$ cat config.mk
export PLATFORM = sky130hd
export DESIGN_NAME = ysyx_23060187_mem_arbiter
export DESIGN_NICKNAME = d
export VERILOG_FILES = /design/src/rtl/ysyx_23060187_pkg.sv /design/src/rtl/ysyx_23060187_arb_prio.sv /design/src/rtl/ysyx_23060187_mem_arbiter.sv
export SDC_FILE = /design/constraint.sdc
export NUM_CORES = 1
export LEC_CHECK = 0
export ABC_AREA = 1
export ABC_CLOCK_PERIOD_IN_PS = 4200
export BUFFER_PORTS_ARGS = -buffer_cell sky130_fd_sc_hd__buf_2
export CAP_MARGIN = 15
export CORE_MARGIN = 5
export CORE_UTILIZATION = 30
export DETAILED_ROUTE_END_ITERATION = 16
export GPL_TIMING_DRIVEN = 0
export PLACE_DENSITY = 0.66
export SLEW_MARGIN = 10
export SYNTH_ARGS = -nofsm -noshare
export SYNTH_HDL_FRONTEND = slang
export SYNTH_HIERARCHICAL = 1
export SYNTH_SLANG_ARGS = --single-unit
export TNS_END_PERCENT = 1
$ cat constraint.sdc
create_clock -name clk -period 4.2 [get_ports clk]
set_input_delay 0.63 -clock clk [delete_from_list [all_inputs] [get_ports clk]]
set_output_delay 0.63 -clock clk [all_outputs]
set_load 0.02 [all_outputs]
$ cat src/rtl/ysyx_23060187_pkg.sv
// Shared encodings for the memory arbiter: FSM states, transaction owner, store byte masks.
// Pure constants; no logic, no latency, no flow control.
package ysyx_23060187_pkg;

  typedef logic [1:0] arb_state_t;

  localparam arb_state_t ST_IDLE = 2'd0;
  localparam arb_state_t ST_REQ  = 2'd1;
  localparam arb_state_t ST_WAIT = 2'd2;

  localparam logic OWN_IFU = 1'b0;
  localparam logic OWN_LSU = 1'b1;

  localparam logic [7:0] WMASK_B = 8'h01;
  localparam logic [7:0] WMASK_H = 8'h03;
  localparam logic [7:0] WMASK_W = 8'h0F;

endpackage

$ cat src/rtl/ysyx_23060187_arb_prio.sv
// LSU-priority grant with a saturating starvation counter that eventually forces IFU through.
// Grants are combinational (0 cycles) and only asserted while the arbiter is idle.
module ysyx_23060187_arb_prio #(
  parameter int STARVE_LIMIT = 4
) (
  input  logic clk,
  input  logic rst,
  input  logic idle,
  input  logic ifu_valid,
  input  logic lsu_valid,
  output logic grant_ifu,
  output logic grant_lsu
);

  localparam int CNT_W = $clog2(STARVE_LIMIT + 1);
  localparam logic [CNT_W-1:0] LIMIT = CNT_W'(STARVE_LIMIT);

  logic [CNT_W-1:0] starve_cnt_q, starve_cnt_d;
  logic             ifu_starved;

  always_ff @(posedge clk) begin
    if (!rst) begin
      starve_cnt_q <= '0;
    end else begin
      starve_cnt_q <= starve_cnt_d;
    end
  end

  always_comb begin
    ifu_starved  = (starve_cnt_q >= LIMIT);
    grant_lsu    = idle && lsu_valid && !(ifu_valid && ifu_starved);
    grant_ifu    = idle && ifu_valid && !grant_lsu;
    starve_cnt_d = starve_cnt_q;
    // Counts only LSU wins that actually held off a waiting IFU.
    if (grant_ifu) begin
      starve_cnt_d = '0;
    end else if (grant_lsu && ifu_valid && !ifu_starved) begin
      starve_cnt_d = starve_cnt_q + 1'b1;
    end
  end

endmodule

$ cat src/rtl/ysyx_23060187_mem_arbiter.sv
// Shares one memory port between IFU and LSU, one transaction in flight, LSU first with a starvation guard.
// Accept at N, mem_req_valid at N+1, response pulse >= N+2; readies drop while busy, REQ holds until mem_req_ready.
module ysyx_23060187_mem_arbiter
  import ysyx_23060187_pkg::*;
#(
  parameter int ADDR_W       = 32,
  parameter int DATA_W       = 32,
  parameter int MASK_W       = 8,
  parameter int STARVE_LIMIT = 4
) (
  input  logic              clk,
  input  logic              rst,
  input  logic              ifu_req_valid,
  output logic              ifu_req_ready,
  input  logic [ADDR_W-1:0] ifu_addr,
  output logic              ifu_resp_valid,
  output logic [DATA_W-1:0] ifu_rdata,
  input  logic              lsu_req_valid,
  output logic              lsu_req_ready,
  input  logic              lsu_wen,
  input  logic [ADDR_W-1:0] lsu_addr,
  input  logic [DATA_W-1:0] lsu_wdata,
  input  logic [MASK_W-1:0] lsu_wmask,
  output logic              lsu_resp_valid,
  output logic [DATA_W-1:0] lsu_rdata,
  output logic              mem_req_valid,
  input  logic              mem_req_ready,
  output logic              mem_wen,
  output logic [ADDR_W-1:0] mem_addr,
  output logic [DATA_W-1:0] mem_wdata,
  output logic [MASK_W-1:0] mem_wmask,
  input  logic              mem_resp_valid,
  input  logic [DATA_W-1:0] mem_rdata,
  output logic              proto_err
);

  arb_state_t        state_q, state_d;
  logic              owner_q, owner_d;
  logic              wen_q, wen_d;
  logic [ADDR_W-1:0] addr_q, addr_d;
  logic [DATA_W-1:0] wdata_q, wdata_d;
  logic [MASK_W-1:0] wmask_q, wmask_d;
  logic              proto_err_q, proto_err_d;
  logic              arb_idle;
  logic              grant_ifu, grant_lsu;
  logic              resp_fire;

  // No handshakes while reset is held, even though the FSM is already IDLE.
  assign arb_idle = rst && (state_q == ST_IDLE);

  ysyx_23060187_arb_prio #(
    .STARVE_LIMIT(STARVE_LIMIT)
  ) u_arb_prio (
    .clk      (clk),
    .rst      (rst),
    .idle     (arb_idle),
    .ifu_valid(ifu_req_valid),
    .lsu_valid(lsu_req_valid),
    .grant_ifu(grant_ifu),
    .grant_lsu(grant_lsu)
  );

  always_ff @(posedge clk) begin
    if (!rst) begin
      state_q     <= ST_IDLE;
      owner_q     <= OWN_IFU;
      wen_q       <= 1'b0;
      addr_q      <= '0;
      wdata_q     <= '0;
      wmask_q     <= '0;
      proto_err_q <= 1'b0;
    end else begin
      state_q     <= state_d;
      owner_q     <= owner_d;
      wen_q       <= wen_d;
      addr_q      <= addr_d;
      wdata_q     <= wdata_d;
      wmask_q     <= wmask_d;
      proto_err_q <= proto_err_d;
    end
  end

  always_comb begin
    state_d     = state_q;
    owner_d     = owner_q;
    wen_d       = wen_q;
    addr_d      = addr_q;
    wdata_d     = wdata_q;
    wmask_d     = wmask_q;
    proto_err_d = proto_err_q || (mem_resp_valid && (state_q != ST_WAIT));
    case (state_q)
      ST_IDLE: begin
        if (grant_lsu) begin
          state_d = ST_REQ;
          owner_d = OWN_LSU;
          wen_d   = lsu_wen;
          addr_d  = lsu_addr;
          wdata_d = lsu_wdata;
          wmask_d = lsu_wmask;
        end else if (grant_ifu) begin
          state_d = ST_REQ;
          owner_d = OWN_IFU;
          wen_d   = 1'b0;
          addr_d  = ifu_addr;
          wdata_d = '0;
          wmask_d = '0;
        end
      end
      ST_REQ:  if (mem_req_ready) state_d = ST_WAIT;
      ST_WAIT: if (mem_resp_valid) state_d = ST_IDLE;
      default: state_d = ST_IDLE;
    endcase
  end

  always_comb begin
    resp_fire      = (state_q == ST_WAIT) && mem_resp_valid;
    ifu_req_ready  = grant_ifu;
    lsu_req_ready  = grant_lsu;
    mem_req_valid  = (state_q == ST_REQ);
    mem_wen        = wen_q;
    mem_addr       = addr_q;
    mem_wdata      = wdata_q;
    mem_wmask      = wmask_q;
    ifu_resp_valid = resp_fire && (owner_q == OWN_IFU);
    lsu_resp_valid = resp_fire && (owner_q == OWN_LSU);
    // Read data passes straight through, zeroed outside the owner's pulse and on store acks.
    ifu_rdata      = ifu_resp_valid ? mem_rdata : '0;
    lsu_rdata      = (lsu_resp_valid && !wen_q) ? mem_rdata : '0;
    proto_err      = proto_err_q;
  end

endmodule

Yosys cells after proc, flatten, opt, wreduce, memory -nomap -nowiden
Index checks and enable logic that the tools add are counted.

Add/sub/neg operators: 1. Magnitude comparators: 1. Eq/ne operators: 6. Muxes and demuxes: 16. Bitwise logic cells: 2. Reductions and logical operators: 23.

Operators by type and width (number): 2-to-1 mux 32 bit (6); 2-to-1 mux 8 bit (2); logical AND 1 bit (13); 2-to-1 mux 2 bit (4); case mux 2 bit (3 select lines) (1); logical NOT 1 bit (4); inequality test 2 bit, second input constant (2); adder 3 x 1 -> 3 bit, second input constant (1); >= comparator 3 bit, second input constant (1); 2-to-1 mux 1 bit (3); inequality test 3 bit, second input constant (1); AND reduction 3 bit (1); equality test 2 x 1 -> 1 bit, second input constant (1); equality test 2 bit, second input constant (1); logical NOT 2 bit (1); inequality test 2 x 1 -> 1 bit, second input constant (1); NOT 1 bit (2); AND reduction 2 bit (1); nonzero test 2 bit (1); OR reduction 2 bit (1); logical OR 1 bit (1).

Register bits: 80. Bits of input ports: 143. Output and inout bits: 143. Word-level logic and storage cells: 57.

Logic depth before layout (Yosys ltp)
Depth in word-level cells: 9. Depth in mapped cells: 12. Mapped depth without buffers: 10.

Cells and area by module
Netlist, hierarchy kept.

Modules (own cells, without submodules): ysyx_23060187_mem_arbiter (instances 1, cells each 623, area each 3834.9 µm², seq. area each 1541.5 µm²); ysyx_23060187_arb_prio (instances 1, cells each 26, area each 193.9 µm², seq. area each 60.1 µm²).

Least setup slack after synthesis
No wires, ideal clock.

Path kind: input-to-reg. Start: in rst. End: reg addr_q[0] (netlist: mem_addr[0]). Setup time: 0.113 ns. Arrival time: 2.375 ns. Data required time: 4.087 ns. Setup slack: 1.713 ns. Stages on the path: 12. Path buffers: 3. Cells stage by stage: clkbuf_1 inv_2 nor3_1 nand2_1 a21oi_1 inv_2 nand2_1 nand2_2 buf_6 buf_6 nor2_1 nor2_1.

Longest elaborated chain between the ends: 7. Elaborated cells on any way between the ends: 9. Those cells by class: mux (1); reduce/logical (8).

Ends and longest elaborated chain: start: declaration (line ysyx_23060187_mem_arbiter.sv:12) `input logic rst,`; logical AND 1 bit * (line ysyx_23060187_mem_arbiter.sv:49) `assign arb_idle = rst && (state_q == ST_IDLE);`; named net arb_idle (line ysyx_23060187_mem_arbiter.sv:44) `logic arb_idle;`; logical AND 1 bit * (2 in series) (line ysyx_23060187_arb_prio.sv:31) `grant_lsu = idle && lsu_valid && !(ifu_valid && ifu_starved);`; named net lsu_req_ready (line ysyx_23060187_mem_arbiter.sv:19) `output logic lsu_req_ready,`; logical NOT 1 bit (line ysyx_23060187_arb_prio.sv:32) `grant_ifu = idle && ifu_valid && !grant_lsu;`; logical AND 1 bit (line ysyx_23060187_arb_prio.sv:32); nonzero test 2 bit (no line); AND reduction 2 bit (no line); end signal: assignment (line ysyx_23060187_mem_arbiter.sv:76) `addr_q <= addr_d;`; end: declaration (line ysyx_23060187_mem_arbiter.sv:40) `logic [ADDR_W-1:0] addr_q, addr_d;`.

The timed path passes the listed nets; every way through them passes the cells marked *. A chain may end at the register's enable or synchronous reset.

Worst setup path in the final report
Start: in rst. End: out lsu_req_ready.

Longest elaborated chain between the ends: 3.

Ends and longest elaborated chain (line): logical AND 1 bit (ysyx_23060187_mem_arbiter.sv:49); named net arb_idle (ysyx_23060187_mem_arbiter.sv:44); logical AND 1 bit (2 in series) (ysyx_23060187_arb_prio.sv:31); end: declaration (ysyx_23060187_mem_arbiter.sv:19).

The timed path passes the listed nets, and every way through them passes these cells.

==> impl_metrics.json <==
{
  "post-dp-hpwl_um": 11920,
  "numCtsBuffers": 9,
  "cap_violations": 0,
  "final_util_pct": 45.30,
  "p_sw_mw": 0.6448,
  "clockBufferDepth": 2,
  "maxSlewHeadroom_pct": 66.62,
  "met2_usage_pct": 32.68,
  "ys_seq_elements": 80,
  "fin_crit_ns": 2.831,
  "rrSetupSlack_ns": 1.92,
  "antenna_left": 0,
  "coreArea_sq_um": 13190,
  "outcome": "finished clean",
  "p_total_mw": 2.139,
  "drc_errors": 0,
  "ys.warnings.count": 6,
  "cts_tree": "yes",
  "synth_nets": 794,
  "combPwrFrac_pct": 23.7,
  "synthCells": 649,
  "avgSynthCellArea_sq_um": 6.208,
  "final_cells": 1126,
  "num_antenna_cells": 0,
  "p_leak_nw": 3.525,
  "tns_ns": 0,
  "row_count": 42,
  "netlist_top_cells_area": "dfxtp_1 (40%), nand2_1 (20%), nor2_1 (9.2%)",
  "synthArstFlopShare_pct": 0,
  "cts_resized": 0,
  "ys_types": 21,
  "ys.flop_type": "dfxtp_1",
  "vdd_ir_drop_max_mv": 0.1565,
  "worstPathArrival_ns": 2.20,
  "netlist_top_cells_count": "nand2_1 (212), nor2_1 (99), dfxtp_1 (80)",
  "grt_max_degree": 13,
  "synth-edff-count": 0,
  "start_util_pct": 30.54,
  "min_path_type": "reg -> reg",
  "fin_skew_ns": 0.005337,
  "end_kind": "output pin",
  "pwr_density_cell_nw_per_um2": 358.0,
  "cts_setup_buffers": 0,
  "gp_congestion": 0.9603,
  "grt_overflow": 0,
  "syn_area_sq_um": 4029,
  "layout_worst_path_cycle_share_pct": 67.39,
  "worst_slack_ns": 1.369,
  "nNetsFinal": 1090,
  "wirelength_um": 14760,
  "vias_per_cell": 4.352,
  "clkSlewWorstSetupHoldPaths_ns": 0.06,
  "drive_gt1_share_pct": 36.00,
  "pin_count": 286,
  "cp-start-kind": "primary input",
  "fmax_ghz": 0.3533,
  "regArea_sq_um": 1602,
  "cp.required_ns": 3.57,
  "whs_ns": 0.4570,
  "die_area_sq_um": 15850,
  "synth_largest_area_cell": "dfxtp_1",
  "cts-root-buf": "clkbuf_16",
  "wl_per_cell_um": 13.10,
  "path_class": "in -> out",
  "antenna_found_initial": 2,
  "postCtsHoldBufs": 0,
  "rsz0062_at_grt": "no",
  "fin_area_sq_um": 5976,
  "clockPowerShare_pct": 36.6,
  "io_buffers": 285,
  "clock_latency_ns": 0.33,
  "slew_violations": 0,
  "p_seq_share_pct": 39.7,
  "swShare_pct": 30.15,
  "grt_pass1_vias": 4635,
  "hold_violations": 0,
  "die_height_um": 125.9,
  "synth_most_common_cell": "nand2_1",
  "die_w_um": 125.9,
  "use_met3_pct": 4.488,
  "post-place-ws_ns": 1.168,
  "placed_cell_area_sq_um": 5675,
  "area_delta_synth_final_pct": 48.32,
  "num-fill-cells": 1451,
  "htree_levels": 3,
  "p_int_mw": 1.494,
  "dp.cells": 1110,
  "dr.first_iter.drc_count": 159,
  "path_max_fanout": 10,
  "multiInputGateArea_sq_um": 1907,
  "vias": 4900,
  "grt_usage_pct": 17.92,
  "finalSetupViolCount": 0,
  "grtUsageMet1_pct": 20.18,
  "grt_pass1_wl_um": 23270,
  "ys_seq_area_share_pct": 39.75,
  "first_pass_iters": 4,
  "tightest_slew_ns": 0.5007,
  "grt.busiest_layer": "met2",
  "cts.sinks": 80,
  "synth_top_cell_area_share_pct": 39.75
}
-- power by group through the flow --
stage               clock network [mW]  registers [mW]  logic (mW)
floorplan                            0           0.934       0.241
global placement                     0           0.863       0.513
detailed placement                   0           0.865       0.514
CTS                              0.810           0.849       0.516
global route                     0.843           0.856       0.572
finish                           0.783           0.849       0.507
-- worst max-delay path, stage by stage --
cell      delay (ns)
buf_2           0.08
clkbuf_1        0.26
inv_2           0.18
nor3_1          0.34
nand2_1         0.09
a21oi_1         0.34
buf_2           0.27
-- cells in the final DEF, fill, tap and decap left out, drive strengths merged --
master	n
a21oi	49
buf	315
bufinv	1
clkbuf	28
clkinv	2
dfxtp	80
ha	2
inv	77
nand2	214
nand3	44
nand3b	1
nand4	1
nor2	102
nor3	33
o21bai	1
-- routing by layer --
layer	vias up	part of all wire, %
met5	-	0.034
met4	2	2.4
met3	27	7.5
met2	176	50
met1	2127	40
li1	2568	-
-- final timing paths --
| check | depth (start not counted) | to | start |
|---|---|---|---|
| worst max-delay path | 7 | lsu_req_ready | rst |
| worst min-delay path | 2 | mem_wdata[25] | mem_wdata[25] |
| worst max register to register | 11 | mem_addr[3] | state_q[1] |
| worst min register to register | 2 | mem_wdata[25] | mem_wdata[25] |
-- layout make-up --
class	count	share of cell area, %
multi-input cells	447	31.91
flip-flops and latches	80	26.80
repair buffers	285	23.87
inverters	77	4.837
clock buffers	13	4.355
plain buffers	45	3.874
well taps	176	3.685
clock inverters	3	0.6700
-- kinds of logic (layout without fill, tap and decap cells) --
family,count (synthesis),after routing,share of synthesized area [%]
AOI/OAI and AO/OA,50,50,6.460
adders and majority gates,2,2,0.6210
buffers and inverters,122,423,12.92
DFF,80,80,39.75
and+or+nand+nor,395,395,40.25
-- registers in the layout (all words and copies together), names as in the netlist --
name / count
state_q: 2
u_arb_prio/starve_cnt_q: 3
mem_wen: 1
mem_wdata: 32
owner_q: 1
mem_addr: 32
proto_err: 1
mem_wmask: 8
No activity file was read; power rests on OpenSTA's default activity.
